## config.mk

```make
export PLATFORM = sky130hd
export DESIGN_NAME = logic_gates
export DESIGN_NICKNAME = d
export VERILOG_FILES = /design/src/rtl/logic_gates.sv
export SDC_FILE = /design/constraint.sdc
export NUM_CORES = 1
export LEC_CHECK = 0
export BUFFER_PORTS_ARGS = -buffer_cell sky130_fd_sc_hd__buf_2
export CORE_AREA = 2 2 39 41
export DETAILED_ROUTE_END_ITERATION = 7
export DIE_AREA = 0 0 41 43
export PLACE_DENSITY_LB_ADDON = 0.25
export SLEW_MARGIN = 20
export SYNTH_ARGS = -nofsm -noshare
export SYNTH_HDL_FRONTEND = slang
export SYNTH_SLANG_ARGS = --single-unit
export TNS_END_PERCENT = 20
```

## constraint.sdc

```tcl
create_clock -name clk -period 0.8 [get_ports clk]
set_input_delay 0.12 -clock clk [delete_from_list [all_inputs] [get_ports clk]]
set_output_delay 0.12 -clock clk [all_outputs]
set_load 0.05 [all_outputs]
```

## src/rtl/logic_gates.sv

```systemverilog
// Registered bitwise AND/OR/XOR unit with one-cycle latency and a valid flag.
// Define LOGIC_GATES_EXT_EN to add registered NAND/NOR/XNOR outputs.
module logic_gates #(
    parameter int unsigned WIDTH = 1
) (
    input  logic             clk,
    input  logic             rst_n,
    input  logic             in_valid,
    input  logic [WIDTH-1:0] a,
    input  logic [WIDTH-1:0] b,
    output logic [WIDTH-1:0] y_and,
    output logic [WIDTH-1:0] y_or,
    output logic [WIDTH-1:0] y_xor,
`ifdef LOGIC_GATES_EXT_EN
    output logic [WIDTH-1:0] y_nand,
    output logic [WIDTH-1:0] y_nor,
    output logic [WIDTH-1:0] y_xnor,
`endif
    output logic             out_valid
);

    logic [WIDTH-1:0] and_q, or_q, xor_q;
    logic             valid_q;

    // Result registers only load on in_valid, so unknown operands on idle cycles never reach them.
    always_ff @(posedge clk or negedge rst_n) begin
        if (!rst_n) begin
            and_q   <= '0;
            or_q    <= '0;
            xor_q   <= '0;
            valid_q <= 1'b0;
        end else begin
            valid_q <= in_valid;
            if (in_valid) begin
                and_q <= a & b;
                or_q  <= a | b;
                xor_q <= a ^ b;
            end
        end
    end

    assign y_and     = and_q;
    assign y_or      = or_q;
    assign y_xor     = xor_q;
    assign out_valid = valid_q;

`ifdef LOGIC_GATES_EXT_EN
    logic [WIDTH-1:0] nand_q, nor_q, xnor_q;

    always_ff @(posedge clk or negedge rst_n) begin
        if (!rst_n) begin
            nand_q <= '0;
            nor_q  <= '0;
            xnor_q <= '0;
        end else if (in_valid) begin
            nand_q <= ~(a & b);
            nor_q  <= ~(a | b);
            xnor_q <= ~(a ^ b);
        end
    end

    assign y_nand = nand_q;
    assign y_nor  = nor_q;
    assign y_xnor = xnor_q;
`else
    // Base outputs only; no inverted-result registers are built.
`endif

endmodule

```

## Word-level counts from Yosys, hierarchy flattened

Index checks and enable logic that the tools add are counted.

| storage, ports and cells | value |
|---|---|
| bits in registers | 4 |
| output and inout bits | 4 |

| cells by class | value |
|---|---|
| bitwise operators | 3 |

Operators with widths:

| operator | number |
|---|---|
| 1-bit bitwise AND | 1 |
| 1-bit OR | 1 |
| 1-bit XOR | 1 |

## Depth between registers and ports, before layout

| depth | value |
|---|---|
| word-level depth | 1 |
| depth in mapped cells | 3 |

## Worst setup path before layout

No wires, ideal clock.

| timing | value |
|---|---|
| kind | register -> register |
| start | register, netlist name y_and |
| end | register and_q (netlist: y_and) |
| setup time | 0.125 ns |
| data arrival time | 0.863 ns |
| data required time | 0.675 ns |
| path slack | -0.188 ns |
| stages on the path, launching flop included | 2 |
| path buffers | 0 |
| clock period less this slack | 0.988 ns |
| path through | dfrtp_1 mux2_2 |

RTL lines:

| what | RTL line | source |
|---|---|---|
| end signal: assignment | 35 | `and_q <= a & b;` |
| end: declaration | 22 | `logic [WIDTH-1:0] and_q, or_q, xor_q;` |

## Final worst setup path

| timing | value |
|---|---|
| start | register xor_q (netlist: y_xor) |
| end | output port y_xor |

RTL lines:

| what | RTL line | source |
|---|---|---|
| start: declaration | 22 |  |
| start signal: assignment | 37 | `xor_q <= a ^ b;` |
| end: declaration | 13 | `output logic [WIDTH-1:0] y_xor,` |

No word-level cell between the ends.

==> qor.yml <==
worstSetupStartpointType: "register"
cpMaxStageDelayCell: "dfrtp_2"
postCtsSetupBuffers: 0
coreArea_sq_um: 1380
wirelength_um: 338
finClkSkew_ns: 0
clk_pin_slew_ns: 0.04
end_kind: "primary output"
dp.cells: 36
clk_latency_ns: 0.23
layout-drive-gt1-share_pct: 62.5
ioPinCount: 9
rsz0062_at_grt: "yes"
htreeDepth: 1
status: "finished, violations left"
worst_slack_ns: -0.0969
rows: 14
numCtsBuffers: 3
crit_type: "reg2out"
synthDominantCellAreaShare_pct: 61.1
drv_cap: 0
grt_pass1_wl_um: 607
hold_path.class: "in2reg"
ir_drop_uv: 424
final_cell_mix: "4 x buf_2, 4 x buf_6, 3 x clkbuf_4"
max_slew_margin_pct: 92.3
max_freq_mhz: 1110
synth_fp_nets: 19
rr_startpoint: "y_xor"
floorplan.initialDensity_pct: 11.8
grt_max_degree: 6
synth_area_sq_um: 164
p_per_area_nw_per_um2: 2220
tightestPinTransition_ns: 0.116
area_growth_pct: 73.3
cp_slowest_stage_delay_ns: 0.40
synth.yosys.seq_area_share_pct: 61.1
die_y_um: 43
first_iter_violations: 0
dr_total_vias: 126
crit_chain: "buf_6"
root_buffer: "clkbuf_4"
period_needed_ns: 0.897
num_antenna_cells: 0
dr.pass1.iters: 1
hold_violations: 0
wl_per_cell_um: 8.45
portBuffers: 8
grt.total_usage_pct: 5.63
gp_congestion: 0.571
yosys_warnings: 0
route.detailed.drc: 0
required_ns: 0.68
avgSynthCellArea_sq_um: 13.7
critPathBufInv: 1
violations: "negative setup slack"
setup_tns_ns: -0.338
ant_nets: 0
die_x_um: 41
first_global_vias: 158
cts_buffer_depth: 2
slew_viol_final: 0
hold_path_end: "out_valid"
ys_seq_elements: 4
reg2reg_slack_ns: 0.03
worstPathMaxFanout: 2
cts_tree: "built"
netlist_top_cells_area: "dfrtp_1 61%, ha_1 15%, mux2_2 14%, inv_1 4.6%, a21oi_1 3.1%"
rr_endpoint: "y_xor"
reg2regPathDepth: 1
layout.nets: 33
routed_via_density: 3.15
critPathArrivalTime_ns: 0.78
leakage_nw: 0.140
grt_overflow: 0
antenna_found_initial: 0
final_cells: 40
setup_violations: 4
fin_crit_sh_pct: 112
synth_cell_types: 6
clock-sinks: 4
fillers: 156
yosysTopAreaCell: "dfrtp_1"
min_from: "in_valid"
cpLargestDelayFamily: "flip-flops"
syn_inst: 12
holdPathStages: 1
die-area_sq_um: 1760
cell usage after synthesis:
master   n
ha_1     2
dfrtp_1  4
inv_1    2
a21oi_1  1
mux2_2   2
nor2_1   1
flip-flops by register name, indices dropped and copies added (netlist names):
signal / count
y_or: 1
y_and: 1
y_xor: 1
out_valid: 1
worst max-delay path by stage:
stage / startpoint / end / slack (ns) / cells past startpoint
after detailed placement: a / y_xor / -0.11 / 4
after global placement: a / y_xor / -0.12 / 4
final: y_xor / y_xor / -0.1 / 1
after global routing: y_and / y_and / -0.13 / 1
after floorplan: y_and / y_and / -0.10 / 1
after CTS: y_xor / y_xor / -0.11 / 1
metal layers:
metal  vias to the layer above  routed length [um]  global-route usage, %
li1                         63                   -                      -
met1                        55                 152                   5.81
met2                         8                 137                   7.19
met3                         0                  48                   3.14
met4                         0                   0                   6.00
met5                         -                   0                      0
power by group:
group | switching (mW) | leakage (nW) | total, mW | internal [mW]
Clock | 0.0706 | 0.0138 | 0.238 | 0.167
Sequential | 0.0122 | 0.0440 | 0.237 | 0.225
Combinational | 0.0946 | 0.0822 | 0.156 | 0.0615
Total | 0.177 | 0.140 | 0.630 | 0.453
cells by family after synthesis:
logic type / after synthesis / synth area share, %
flops: 4 / 61.1
buf+inv: 2 / 4.58
mux: 2 / 13.7
fa+ha+maj: 2 / 15.3
compound gates: 1 / 3.05
simple gates: 1 / 2.29
cell type report:
cell class	instances	area (sq um)	area share, %
tap	16	20.0	7.05
inverter	2	7.51	2.64
sequential	4	103	36.1
multi-input combinational	6	56.3	19.8
clock buffer	3	22.5	7.93
timing repair buffer	9	75.1	26.4
what timing repair did:
item | CTS | global route
hold buffers | 1 | 0
hold endpoints to repair | 4 | 0
gates resized for setup | 8 | 0
endpoints found under the setup margin | 4 | 5
through the flow:
| stage | cell area, sq um | hold WS (ns) | util [%] | power (mW) | worst slack [ns] |
|---|---|---|---|---|---|
| 2_1_floorplan | 166 | -0.176 | - | 0.323 | -0.102 |
| 3_3_place_gp | 226 | -0.0738 | 16.4 | 0.364 | -0.119 |
| 3_5_place_dp | 226 | -0.0714 | 16.4 | 0.365 | -0.109 |
| 4_1_cts | 284 | 0.0669 | 20.5 | 0.642 | -0.106 |
| 5_1_grt | 284 | 0.0704 | 20.5 | 0.676 | -0.126 |
| 6_report | 284 | 0.0757 | 20.5 | 0.630 | -0.0969 |
(Power assumes the default switching activity.)
